$ cat config.mk
export PLATFORM = sky130hd
export DESIGN_NAME = sprite_frame_sequencer_flat
export DESIGN_NICKNAME = d
export VERILOG_FILES = /design/src/rtl/sprite_frame_sequencer_pkg.sv /design/src/rtl/sprite_frame_sequencer_if.sv /design/src/rtl/sprite_frame_sequencer_rect_pixel_walker.sv /design/src/rtl/sprite_frame_sequencer.sv /design/src/flat_wrapper.sv
export SDC_FILE = /design/constraint.sdc
export NUM_CORES = 1
export LEC_CHECK = 0
export BUFFER_PORTS_ARGS = -buffer_cell sky130_fd_sc_hd__buf_2
export CAP_MARGIN = 20
export CORE_MARGIN = 3
export CORE_UTILIZATION = 40
export CTS_CLUSTER_SIZE = 16
export DETAILED_ROUTE_END_ITERATION = 8
export GPL_ROUTABILITY_DRIVEN = 0
export GPL_TIMING_DRIVEN = 0
export SYNTH_ARGS = -nofsm -noshare
export SYNTH_HDL_FRONTEND = slang
export SYNTH_SLANG_ARGS = --single-unit
$ cat constraint.sdc
create_clock -name clk -period 2.76 [get_ports clk]
set_clock_uncertainty 0.05 [all_clocks]
set_input_delay 0.552 -clock clk [delete_from_list [all_inputs] [get_ports clk]]
set_output_delay 0.552 -clock clk [all_outputs]
set_load 0.1 [all_outputs]
$ cat src/rtl/sprite_frame_sequencer_pkg.sv
`default_nettype none
// +--------------------------------------------------------------------------+
// | sprite_seq_pkg: shared types and screen constants for the sprite frame   |
// | sequencer.                                      Revision: 1.0            |
// +--------------------------------------------------------------------------+
package sprite_seq_pkg;

   localparam int SCREEN_W = 160;
   localparam int SCREEN_H = 120;
   localparam int X_W      = 8;
   localparam int Y_W      = 7;
   localparam int COLOUR_W = 3;

   typedef enum logic [2:0] {
      IDLE   = 3'd0,
      SELECT = 3'd1,
      ERASE  = 3'd2,
      MOVE   = 3'd3,
      SETTLE = 3'd4,
      DRAW   = 3'd5,
      FINISH = 3'd6
   } seq_state_e;

endpackage
`default_nettype wire

$ cat src/rtl/sprite_frame_sequencer_if.sv
`default_nettype none
// +--------------------------------------------------------------------------+
// | sprite_frame_sequencer_if: sprite requests in, move pulses and the VGA   |
// | plot port out.                                  Revision: 1.0            |
// +--------------------------------------------------------------------------+
interface sprite_frame_sequencer_if #(
   parameter int NUM_SPRITES = 2
);
   logic                                           go;
   logic [NUM_SPRITES-1:0]                         req;
   logic [sprite_seq_pkg::X_W*NUM_SPRITES-1:0]     obj_x;
   logic [sprite_seq_pkg::Y_W*NUM_SPRITES-1:0]     obj_y;
   logic [sprite_seq_pkg::COLOUR_W*NUM_SPRITES-1:0] obj_colour;
   logic [NUM_SPRITES-1:0]                         move_en;
   logic [NUM_SPRITES-1:0]                         grant;
   logic [sprite_seq_pkg::X_W-1:0]                 vga_x;
   logic [sprite_seq_pkg::Y_W-1:0]                 vga_y;
   logic [sprite_seq_pkg::COLOUR_W-1:0]            vga_colour;
   logic                                           vga_plot;
   logic                                           busy;
   logic                                           frame_done;

   // The sequencer is the master: it owns the plot port and the move pulses.
   modport master (
      input  go, req, obj_x, obj_y, obj_colour,
      output move_en, grant, vga_x, vga_y, vga_colour, vga_plot, busy, frame_done
   );

   modport slave (
      output go, req, obj_x, obj_y, obj_colour,
      input  move_en, grant, vga_x, vga_y, vga_colour, vga_plot, busy, frame_done
   );
endinterface
`default_nettype wire

$ cat src/rtl/sprite_frame_sequencer_rect_pixel_walker.sv
`default_nettype none
// +--------------------------------------------------------------------------+
// | rect_pixel_walker: row-major SPRITE_W x SPRITE_H pixel walk, one pixel   |
// | per cycle. Clipping when SPRITE_SEQ_CLIP_EN is defined. Revision: 1.0    |
// +--------------------------------------------------------------------------+
module rect_pixel_walker
   import sprite_seq_pkg::*;
#(
   parameter int SPRITE_W = 16,
   parameter int SPRITE_H = 2
) (
   input  logic           clk,
   input  logic           resetn,
   input  logic           start_i,
   input  logic [X_W-1:0] base_x_i,
   input  logic [Y_W-1:0] base_y_i,
   output logic [X_W-1:0] x_o,
   output logic [Y_W-1:0] y_o,
   output logic           active_o,
   output logic           last_o
);
   localparam int COL_W = (SPRITE_W > 1) ? $clog2(SPRITE_W) : 1;
   localparam int ROW_W = (SPRITE_H > 1) ? $clog2(SPRITE_H) : 1;
   localparam logic [COL_W-1:0] COL_LAST = COL_W'(SPRITE_W - 1);
   localparam logic [ROW_W-1:0] ROW_LAST = ROW_W'(SPRITE_H - 1);

   logic [COL_W-1:0] col_q, col_d;
   logic [ROW_W-1:0] row_q, row_d;
   logic             run_q, run_d;
   logic             col_end, row_end;

   assign col_end = (col_q == COL_LAST);
   assign row_end = (row_q == ROW_LAST);
   assign last_o  = run_q & col_end & row_end;

   always_comb begin
      col_d = col_q;
      row_d = row_q;
      run_d = run_q;
      if (start_i) begin
         col_d = '0;
         row_d = '0;
         run_d = 1'b1;
      end else if (run_q) begin
         if (col_end) begin
            col_d = '0;
            if (row_end) begin
               run_d = 1'b0;
            end else begin
               row_d = row_q + ROW_W'(1);
            end
         end else begin
            col_d = col_q + COL_W'(1);
         end
      end
   end

   always_ff @(posedge clk or negedge resetn) begin
      if (!resetn) begin
         col_q <= '0;
         row_q <= '0;
         run_q <= 1'b0;
      end else begin
         col_q <= col_d;
         row_q <= row_d;
         run_q <= run_d;
      end
   end

`ifdef SPRITE_SEQ_CLIP_EN
   // One extra bit so off-screen pixels are detected before truncation.
   localparam int XS_W = X_W + 1;
   localparam int YS_W = Y_W + 1;

   logic [XS_W-1:0] sum_x;
   logic [YS_W-1:0] sum_y;

   assign sum_x    = {1'b0, base_x_i} + XS_W'(col_q);
   assign sum_y    = {1'b0, base_y_i} + YS_W'(row_q);
   assign x_o      = sum_x[X_W-1:0];
   assign y_o      = sum_y[Y_W-1:0];
   assign active_o = run_q & (sum_x < XS_W'(SCREEN_W)) & (sum_y < YS_W'(SCREEN_H));
`else
   assign x_o      = base_x_i + X_W'(col_q);
   assign y_o      = base_y_i + Y_W'(row_q);
   assign active_o = run_q;
`endif

endmodule
`default_nettype wire

$ cat src/rtl/sprite_frame_sequencer.sv
`default_nettype none
// +--------------------------------------------------------------------------+
// | sprite_frame_sequencer: once per frame erases, moves and redraws each    |
// | requesting sprite over one shared VGA plot port. Optional clipping:      |
// | SPRITE_SEQ_CLIP_EN.                             Revision: 1.0            |
// +--------------------------------------------------------------------------+
module sprite_frame_sequencer
   import sprite_seq_pkg::*;
#(
   parameter int NUM_SPRITES = 2,
   parameter int SPRITE_W    = 16,
   parameter int SPRITE_H    = 2,
   parameter int FRAME_DIV   = 833333
) (
   input  logic                     clk,
   input  logic                     resetn,
   sprite_frame_sequencer_if.master bus
);
   localparam int PTR_W  = (NUM_SPRITES > 1) ? $clog2(NUM_SPRITES) : 1;
   localparam int FDIV_W = $clog2(FRAME_DIV);
   localparam logic [FDIV_W-1:0] FDIV_RELOAD = FDIV_W'(FRAME_DIV - 1);
   localparam logic [PTR_W-1:0]  PTR_LAST    = PTR_W'(NUM_SPRITES - 1);

   seq_state_e state_q, state_d;

   logic [FDIV_W-1:0]      cnt_q;
   logic                   tick;
   logic                   pending_q, pending_clr;
   logic                   empty_done_q, empty_done_d;
   logic [NUM_SPRITES-1:0] serve_q, serve_d;
   logic [PTR_W-1:0]       rr_q, rr_d;
   logic [PTR_W-1:0]       cur_q, cur_d;
   logic [PTR_W-1:0]       pick, scan;
   logic                   found;
   logic                   walk_start, walk_last, walk_active, latch_pos;
   logic [X_W-1:0]         walk_x;
   logic [Y_W-1:0]         walk_y;

   logic [NUM_SPRITES-1:0] valid_q;
   logic [X_W-1:0]         pos_x_q   [NUM_SPRITES];
   logic [Y_W-1:0]         pos_y_q   [NUM_SPRITES];
   logic [COLOUR_W-1:0]    pos_col_q [NUM_SPRITES];

   logic [X_W-1:0]         obj_x_w   [NUM_SPRITES];
   logic [Y_W-1:0]         obj_y_w   [NUM_SPRITES];
   logic [COLOUR_W-1:0]    obj_col_w [NUM_SPRITES];

   logic [X_W-1:0]         vga_x_q;
   logic [Y_W-1:0]         vga_y_q;
   logic [COLOUR_W-1:0]    vga_colour_q;
   logic                   vga_plot_q;

   logic [NUM_SPRITES-1:0] grant, move_en;

   for (genvar gi = 0; gi < NUM_SPRITES; gi++) begin : g_unpack
      assign obj_x_w[gi]   = bus.obj_x[X_W*gi +: X_W];
      assign obj_y_w[gi]   = bus.obj_y[Y_W*gi +: Y_W];
      assign obj_col_w[gi] = bus.obj_colour[COLOUR_W*gi +: COLOUR_W];
   end

   // Free-running frame timer; a tick is latched 1-deep, extra ticks are lost.
   assign tick = (cnt_q == '0);

   always_ff @(posedge clk or negedge resetn) begin
      if (!resetn) begin
         cnt_q     <= FDIV_RELOAD;
         pending_q <= 1'b0;
      end else begin
         cnt_q     <= tick ? FDIV_RELOAD : cnt_q - FDIV_W'(1);
         pending_q <= tick | (pending_q & ~pending_clr);
      end
   end

   // Round-robin pick: first set serve bit at or after rr_q, wrapping.
   always_comb begin
      pick  = rr_q;
      found = 1'b0;
      scan  = rr_q;
      for (int i = 0; i < NUM_SPRITES; i++) begin
         if (!found && serve_q[scan]) begin
            found = 1'b1;
            pick  = scan;
         end
         scan = (scan == PTR_LAST) ? '0 : scan + PTR_W'(1);
      end
   end

   always_comb begin
      state_d      = state_q;
      serve_d      = serve_q;
      rr_d         = rr_q;
      cur_d        = cur_q;
      pending_clr  = 1'b0;
      empty_done_d = 1'b0;
      walk_start   = 1'b0;
      latch_pos    = 1'b0;
      unique case (state_q)
         IDLE: begin
            if (pending_q && bus.go) begin
               pending_clr = 1'b1;
               serve_d     = bus.req;
               if (bus.req == '0) begin
                  empty_done_d = 1'b1;
               end else begin
                  state_d = SELECT;
               end
            end
         end
         SELECT: begin
            if (found) begin
               serve_d[pick] = 1'b0;
               cur_d         = pick;
               // Nothing has been drawn yet for this sprite: no erase pass.
               if (valid_q[pick]) begin
                  walk_start = 1'b1;
                  state_d    = ERASE;
               end else begin
                  state_d = MOVE;
               end
            end else begin
               state_d = FINISH;
            end
         end
         ERASE: begin
            if (walk_last) state_d = MOVE;
         end
         MOVE: begin
            state_d = SETTLE;
         end
         SETTLE: begin
            latch_pos  = 1'b1;
            walk_start = 1'b1;
            state_d    = DRAW;
         end
         DRAW: begin
            if (walk_last) state_d = SELECT;
         end
         FINISH: begin
            rr_d    = (rr_q == PTR_LAST) ? '0 : rr_q + PTR_W'(1);
            state_d = IDLE;
         end
         default: begin
            state_d = IDLE;
         end
      endcase
   end

   always_ff @(posedge clk or negedge resetn) begin
      if (!resetn) begin
         state_q      <= IDLE;
         serve_q      <= '0;
         rr_q         <= '0;
         cur_q        <= '0;
         empty_done_q <= 1'b0;
      end else begin
         state_q      <= state_d;
         serve_q      <= serve_d;
         rr_q         <= rr_d;
         cur_q        <= cur_d;
         empty_done_q <= empty_done_d;
      end
   end

   always_ff @(posedge clk or negedge resetn) begin
      if (!resetn) begin
         valid_q <= '0;
         for (int i = 0; i < NUM_SPRITES; i++) begin
            pos_x_q[i]   <= '0;
            pos_y_q[i]   <= '0;
            pos_col_q[i] <= '0;
         end
      end else if (latch_pos) begin
         valid_q[cur_q]   <= 1'b1;
         pos_x_q[cur_q]   <= obj_x_w[cur_q];
         pos_y_q[cur_q]   <= obj_y_w[cur_q];
         pos_col_q[cur_q] <= obj_col_w[cur_q];
      end
   end

   rect_pixel_walker #(
      .SPRITE_W (SPRITE_W),
      .SPRITE_H (SPRITE_H)
   ) u_walker (
      .clk      (clk),
      .resetn   (resetn),
      .start_i  (walk_start),
      .base_x_i (pos_x_q[cur_q]),
      .base_y_i (pos_y_q[cur_q]),
      .x_o      (walk_x),
      .y_o      (walk_y),
      .active_o (walk_active),
      .last_o   (walk_last)
   );

   always_ff @(posedge clk or negedge resetn) begin
      if (!resetn) begin
         vga_x_q      <= '0;
         vga_y_q      <= '0;
         vga_colour_q <= '0;
         vga_plot_q   <= 1'b0;
      end else begin
         vga_x_q      <= walk_x;
         vga_y_q      <= walk_y;
         vga_colour_q <= (state_q == DRAW) ? pos_col_q[cur_q] : '0;
         vga_plot_q   <= walk_active & ((state_q == ERASE) || (state_q == DRAW));
      end
   end

   always_comb begin
      grant   = '0;
      move_en = '0;
      if (state_q == SELECT) begin
         if (found) grant[pick] = 1'b1;
      end else if (state_q inside {ERASE, MOVE, SETTLE, DRAW}) begin
         grant[cur_q] = 1'b1;
      end
      if (state_q == MOVE) move_en[cur_q] = 1'b1;
   end

   assign bus.grant      = grant;
   assign bus.move_en    = move_en;
   assign bus.busy       = state_q inside {SELECT, ERASE, MOVE, SETTLE, DRAW};
   assign bus.frame_done = (state_q == FINISH) | empty_done_q;
   assign bus.vga_x      = vga_x_q;
   assign bus.vga_y      = vga_y_q;
   assign bus.vga_colour = vga_colour_q;
   assign bus.vga_plot   = vga_plot_q;

endmodule
`default_nettype wire

$ cat src/flat_wrapper.sv
// flat-port wrapper written by rule: the top's interface ports become plain ports
module sprite_frame_sequencer_flat import sprite_seq_pkg::*;
#(
   parameter int NUM_SPRITES = 2,
   parameter int SPRITE_W    = 16,
   parameter int SPRITE_H    = 2,
   parameter int FRAME_DIV   = 833333
)
  (clk, resetn, bus_go, bus_req, bus_obj_x, bus_obj_y, bus_obj_colour, bus_move_en, bus_grant, bus_vga_x, bus_vga_y, bus_vga_colour, bus_vga_plot, bus_busy, bus_frame_done);
  sprite_frame_sequencer_if #(.NUM_SPRITES(NUM_SPRITES)) bus_i ();
  input  logic clk;
  input  logic resetn;
  input wire logic [$bits(bus_i.go)-1:0] bus_go;
  input wire logic [$bits(bus_i.req)-1:0] bus_req;
  input wire logic [$bits(bus_i.obj_x)-1:0] bus_obj_x;
  input wire logic [$bits(bus_i.obj_y)-1:0] bus_obj_y;
  input wire logic [$bits(bus_i.obj_colour)-1:0] bus_obj_colour;
  output wire logic [$bits(bus_i.move_en)-1:0] bus_move_en;
  output wire logic [$bits(bus_i.grant)-1:0] bus_grant;
  output wire logic [$bits(bus_i.vga_x)-1:0] bus_vga_x;
  output wire logic [$bits(bus_i.vga_y)-1:0] bus_vga_y;
  output wire logic [$bits(bus_i.vga_colour)-1:0] bus_vga_colour;
  output wire logic [$bits(bus_i.vga_plot)-1:0] bus_vga_plot;
  output wire logic [$bits(bus_i.busy)-1:0] bus_busy;
  output wire logic [$bits(bus_i.frame_done)-1:0] bus_frame_done;
  assign bus_i.go = bus_go;
  assign bus_i.req = bus_req;
  assign bus_i.obj_x = bus_obj_x;
  assign bus_i.obj_y = bus_obj_y;
  assign bus_i.obj_colour = bus_obj_colour;
  assign bus_move_en = bus_i.move_en;
  assign bus_grant = bus_i.grant;
  assign bus_vga_x = bus_i.vga_x;
  assign bus_vga_y = bus_i.vga_y;
  assign bus_vga_colour = bus_i.vga_colour;
  assign bus_vga_plot = bus_i.vga_plot;
  assign bus_busy = bus_i.busy;
  assign bus_frame_done = bus_i.frame_done;
  sprite_frame_sequencer #(.NUM_SPRITES(NUM_SPRITES), .SPRITE_W(SPRITE_W), .SPRITE_H(SPRITE_H), .FRAME_DIV(FRAME_DIV)) u_core (.clk(clk), .resetn(resetn), .bus(bus_i));
endmodule
* Word-level counts from Yosys, hierarchy flattened *
Index checks and enable logic that the tools add are counted.

storage, ports and cells
  register bits = 92
  latch bits = 0
  bits in writable memories = 0
  bits in read-only memories = 0
  input bits = 41
  output and inout port bits = 25
  word-level logic and storage cells = 154
  memories kept = 0

cells by class
  add/sub/neg operators = 6
  multipliers = 0
  divide/modulo/power cells = 0
  $lt $le $gt $ge = 8
  eq/ne operators = 12
  shift operators = 0
  mux-type cells = 77
  bitwise logic cells = 11
  reduce and logical (&&, ||, !) cells = 19

operators with widths
  kind                                                number
  2-to-1 mux 8 bit                                    7
  2-to-1 mux 7 bit                                    7
  2-to-1 mux 3 bit                                    13
  2-to-1 mux 1 bit                                    29
  logical NOT 20 bit                                  1
  2-to-1 mux 20 bit                                   1
  subtractor 20 x 1 -> 20 bit, second input constant  1
  one-hot mux 3 bit (6 select lines)                  1
  bitwise mux 16 bit                                  1
  bitwise mux 14 bit                                  1
  2-to-1 mux 2 bit                                    6
  2-to-1 mux 4 bit                                    3
  == test 3 bit, second input constant                3
  adder 8 x 4 -> 8 bit                                1
  demux 8 bit (select 1 bit)                          1
  < comparator 1 x 2 -> 1 bit, second input constant  4
  adder 7 x 1 -> 7 bit                                1
  demux 7 bit (select 1 bit)                          1
  bitwise mux 6 bit                                   1
  == test 3 x 2 -> 1 bit, second input constant       2
  inequality test 2 bit, second input constant        3
  nonzero test 2 bit                                  3
  logical AND 1 bit                                   5
  nonzero test 5 bit                                  1
  27 further kinds                                    36

* Longest topological paths before layout *
  word-level depth = 14
  gate-level depth with buffers = 9
  gate-level depth less buffers = 7

* Cells and area by module *
A second synthesis with hierarchy kept.

unflattened totals
  cells, all modules = 374
  area total of the unflattened synthesis = 4388.0 um2

modules (own cells, without submodules)
  module                  times used  cells an instance  area each (um2)  sequential area each (um2)
  sprite_frame_sequencer  1           306                3792.4           2165.8
  rect_pixel_walker       1           68                 595.6            150.1

* Worst setup path after synthesis *
No wires, ideal clock.

  path type = register to output
  from = register u_core.cur_q
  to = output port bus_grant[0]
  arrival = 3.084 ns
  data required time = 2.158 ns
  slack = -0.926 ns
  stages on the path, launching flop included = 5
  buffers on the path = 3
  cells stage by stage = dfrtp_1 buf_2 buf_2 buf_2 o21ai_0

between the ends
  longest elaborated chain between the ends = 6
  elaborated cells on any way between the ends = 7
  classes of those cells = order compare: 2; mux: 4; reduce/logical: 1

RTL lines
  what                                                                                      line                           RTL
  start: declaration                                                                        sprite_frame_sequencer.sv:32   logic [PTR_W-1:0] cur_q, cur_d;
  start signal: assignment                                                                  sprite_frame_sequencer.sv:159  cur_q <= cur_d;
  < comparator 1 x 2 -> 1 bit (implied by the code) or >= comparator 1 bit (tied branches)  sprite_frame_sequencer.sv:215  grant[cur_q] = 1'b1;
  logical AND 1 bit (implied by the code)                                                   sprite_frame_sequencer.sv:215
  2-to-1 mux 1 bit (implied by the code)                                                    sprite_frame_sequencer.sv:215
  demux 1 bit (select 1 bit) *                                                              -
  2-to-1 mux 2 bit *                                                                        sprite_frame_sequencer.sv:214  end else if (state_q inside {ERASE, MOVE, SETTLE, DRAW}) begin
  2-to-1 mux 2 bit *                                                                        sprite_frame_sequencer.sv:212  if (state_q == SELECT) begin
  end: declaration                                                                          flat_wrapper.sv:19             output wire logic [$bits(bus_i.grant)-1:0] bus_grant;

Mark *: on every way between the ends. The rest lies on a longest branch, timed or not.

* Final worst setup path *
  from = register u_core.cur_q
  to = register u_core.vga_x_q[6], in the netlist u_core.bus.vga_x[6]

between the ends
  longest elaborated chain between the ends = 5

RTL lines
  what                                                 line                                            RTL
  inverter 1 -> 2 bit (implied by the code)            sprite_frame_sequencer.sv:187                   .base_x_i (pos_x_q[cur_q]),
  2-to-1 mux 8 bit (implied by the code) (3 in a row)  sprite_frame_sequencer.sv:187
  adder 8 x 4 -> 8 bit                                 sprite_frame_sequencer_rect_pixel_walker.sv:84  assign x_o = base_x_i + X_W'(col_q);
  net u_core.u_walker.x_o[6]                           sprite_frame_sequencer_rect_pixel_walker.sv:17  output logic [X_W-1:0] x_o,
  end signal: assignment                               sprite_frame_sequencer.sv:202                   vga_x_q <= walk_x;
  end: declaration                                     sprite_frame_sequencer.sv:48                    logic [X_W-1:0] vga_x_q;

The timed path passes the listed nets, and every way through them passes these cells. The select of a mux whose other input is x is not followed.
A chain may end at the register's enable or synchronous reset.

==> results.toml <==
[route]
wire_per_inst_um = 15.3
drt_wl_total_um = 9100
drc_errors = 0
vias = 3101
avgViaCountPerCell = 5.20
drt_iter0_markers = 103
first_pass_iters = 4
detail-route-antenna-nets = 0

[power_and_ir_drop]
finalPower_mw = 6.60
swShare_pct = 46.7
p_int_mw = 3.51
p_leak_nw = 2.30
seq_power_share_pct = 32.5
p_switching_mw = 3.08
powerDensity_nw_per_um2 = 1260
p_clk_share_pct = 16.3
vdd_ir_drop_max_mv = 0.999
p_comb_share_pct = 51.2

[yosys]
avgSynthCellArea_um2 = 11.7
syn-instance-count = 379
yosys.area.top_type_share_pct = 45.6
seq_area_frac_synth_pct = 52.1
synth_most_common_cell = "dfrtp_1"
yosys_warnings = 0
synth_area_um2 = 4450
ys.flop_type = "dfrtp_1"
synth_commonest_cells = "dfrtp_1 (81), mux2_2 (41), nand2_1 (23), nor2_1 (22), a21oi_1 (20)"
synth_area_leader_cell = "dfrtp_1"
synth-edff-count = 0
synth.area.top_cells = "dfrtp_1 (46%), mux2_2 (10%), dfstp_2 (6.5%), mux2i_1 (2.7%), xnor2_1 (2.6%)"
yosys_register_bits = 92
synth_cell_types = 54
synthArstFlopShare_pct = 100
syn-num-nets = 430

[sta]
rsz0062_at_grt = "false"
tightest_slew_ns = 0.674
fin_crit_ns = 2.56
drv_slew = 0
final_hold_viol_count = 0
post-route-period-util_pct = 92.8
fmax_mhz = 390
setup-violations-final = 0
maxSlewHeadroom_pct = 54.7
hold_ws_ns = 0.0789

[finish]
final_area_um2 = 5230
drive_above_1_share_pct = 37.0
multi_input_area_um2 = 2030
final_cells = 596
ff_latch_area_um2 = 2320
n_antenna_cell = 0
nNetsFinal = 506
nFillCells = 1015
areaGrowthSynthToFinish_pct = 17.7

[clock_tree]
ctsHoldBuffers = 0
ctsRootBufferMaster = "clkbuf_8"
clock-sinks = 92
cts_tree = "yes"
cts_buffers = 9
clk_pin_slew_ns = 0.08
clockBufferDepth = 2
clk_latency_ns = 0.36
cts_max_level = 3

[run_status]
status = "finished clean"

[place]
hpwl_um = 6540
dp_cells = 581
numPortBuffers = 65
place_area_um2 = 4990

[global_route]
grt_max_degree = 61
grt_overflow = 0
track_usage_pct = 15.3
antenna_found_initial = 0
grt_pass1_vias = 3077
grt_pass1_wl_um = 15200

[critical_path]
crit_type = "reg -> reg"
crit_path_end_kind = "register"
arrival_ns = 2.75
reg2reg_depth = 8
crit_path_start_kind = "register"
r2r_slack_ns = 0.20
setup.worst_path.start = "u_core.cur_q"
timing.rr.start = "u_core.cur_q"
cp_data_required_time_ns = 2.95
r2r-end = "u_core.bus.vga_x[6]"
crit_fanout = 19

[die]
ios = 66
fp.dieH_um = 111
dieWidth_um = 111
coreArea_um2 = 10600
dieArea_um2 = 12400
row_count = 37
initial_core_util_pct = 42.1

[run]
maxCapViolations = 0

[min_path]
hold_path.class = "in -> async"
power by group through the flow:
stage	clock network (mW)	registers, mW	logic, mW
6_report	1.08	2.15	3.37
2_1_floorplan	0	3.10	1.80
5_1_grt	1.17	2.21	3.61
3_5_place_dp	0	2.17	3.38
3_3_place_gp	0	2.16	3.33
4_1_cts	1.12	2.15	3.41
through the flow:
step                setup WS (ns)  util (%)  setup TNS (ns)
floorplan                  -0.172         -          -0.203
global placement           -0.228      47.0          -0.516
detailed placement         -0.208      47.3          -0.466
CTS                        0.0473      49.6               0
global route               0.0170      49.6               0
finish                      0.198      49.6               0
registers in the layout, summed over array words and instances, names as in the netlist:
register,cells
u_core.u_walker.active_o,1
u_core.bus.vga_colour,3
u_core.bus.vga_y,7
u_core.state_q,3
u_core.bus.vga_x,8
u_core.pending_q,1
u_core.pos_x_q,16
u_core.rr_q,1
u_core.u_walker.col_q,4
u_core.cnt_q,20
u_core.empty_done_q,1
u_core.pos_y_q,14
u_core.valid_q,2
u_core.serve_q,2
u_core.pos_col_q,6
u_core.bus.vga_plot,1
u_core.u_walker.row_end,1
u_core.cur_q,1
kinds of logic after synthesis:
kind of cell               after synthesis  share of synthesized area (%)
AOI/OAI and AO/OA                       55                           7.88
xor gates and xnor gates                26                           5.12
adders and majority gates               10                           2.98
buffers and inverters                   23                           2.70
DFF                                     92                           52.1
muxes                                   55                           13.6
and+or+nand+nor                        118                           15.6
final cells by class:
class                           count  area share (%)
Inverter                            5           0.359
Timing Repair Buffer               66            6.79
Sequential cell                    92            44.3
Multi-Input combinational cell    264            38.8
Buffer                             17            1.96
Tap cell                          136            3.25
Clock buffer                        9            2.37
Clock inverter                      7            2.18
layer usage:
| layer | share of wire [%] | GRT usage (%) | vias up | routed length (um) |
|---|---|---|---|---|
| met5 | 0 | 0 | - | 0 |
| met4 | 1.3 | 5.52 | 0 | 118 |
| met3 | 4.6 | 4.62 | 10 | 415 |
| met2 | 48 | 24.1 | 70 | 4380 |
| met1 | 46 | 19.9 | 1522 | 4190 |
| li1 | - | - | 1499 | - |
cells in the final DEF, fill, tap and decap left out, drive strengths merged, types with 2 or more instances in the layout:
cell type	count
nor3b	4
or4	2
a32o	2
nand2	23
mux2	43
clkbuf	13
nor2	22
a31oi	3
xor2	13
nand2b	9
ha	9
o211ai	4
nor4b	2
dfstp	11
o21ai	10
a211o	2
or2	3
nor4	4
mux2i	12
or3	4
o31ai	2
o21a	3
nor3	18
a32oi	2
o21bai	2
bufinv	3
nor2b	3
and3	4
a21oi	20
nand3b	2
inv	6
nand3	12
nand4	4
clkinv	3
xnor2	13
dfrtp	81
buf	79
critical path, stage by stage, from the launching register on:
cell	delay [ns]
dfrtp_1	0.43
buf_4	0.30
mux2_2	0.38
ha_1	0.22
fa_1	0.43
a21o_1	0.19
a21oi_1	0.21
nor2_1	0.09
xnor2_1	0.13
worst max-delay path by stage:
stage / to / slack, ns / depth (start not counted)
after floorplan: bus_grant[0] / -0.17 / 4
after global placement: u_core.bus.vga_x[7] / -0.23 / 9
after detailed placement: u_core.bus.vga_x[7] / -0.21 / 9
after CTS: u_core.bus.vga_x[7] / 0.05 / 9
after global routing: u_core.bus.vga_x[6] / 0.02 / 8
final: u_core.bus.vga_x[6] / 0.20 / 8
repair_timing:
| item | 4_1_cts | 5_1_grt |
|---|---|---|
| endpoints found under the setup margin | 6 | 5 |
| setup buffers | 0 | 0 |
| pin swaps | 0 | 0 |
| endpoints found under the hold margin | 0 | 0 |
| gates resized for setup | 3 | 2 |
(Power assumes the default switching activity.)
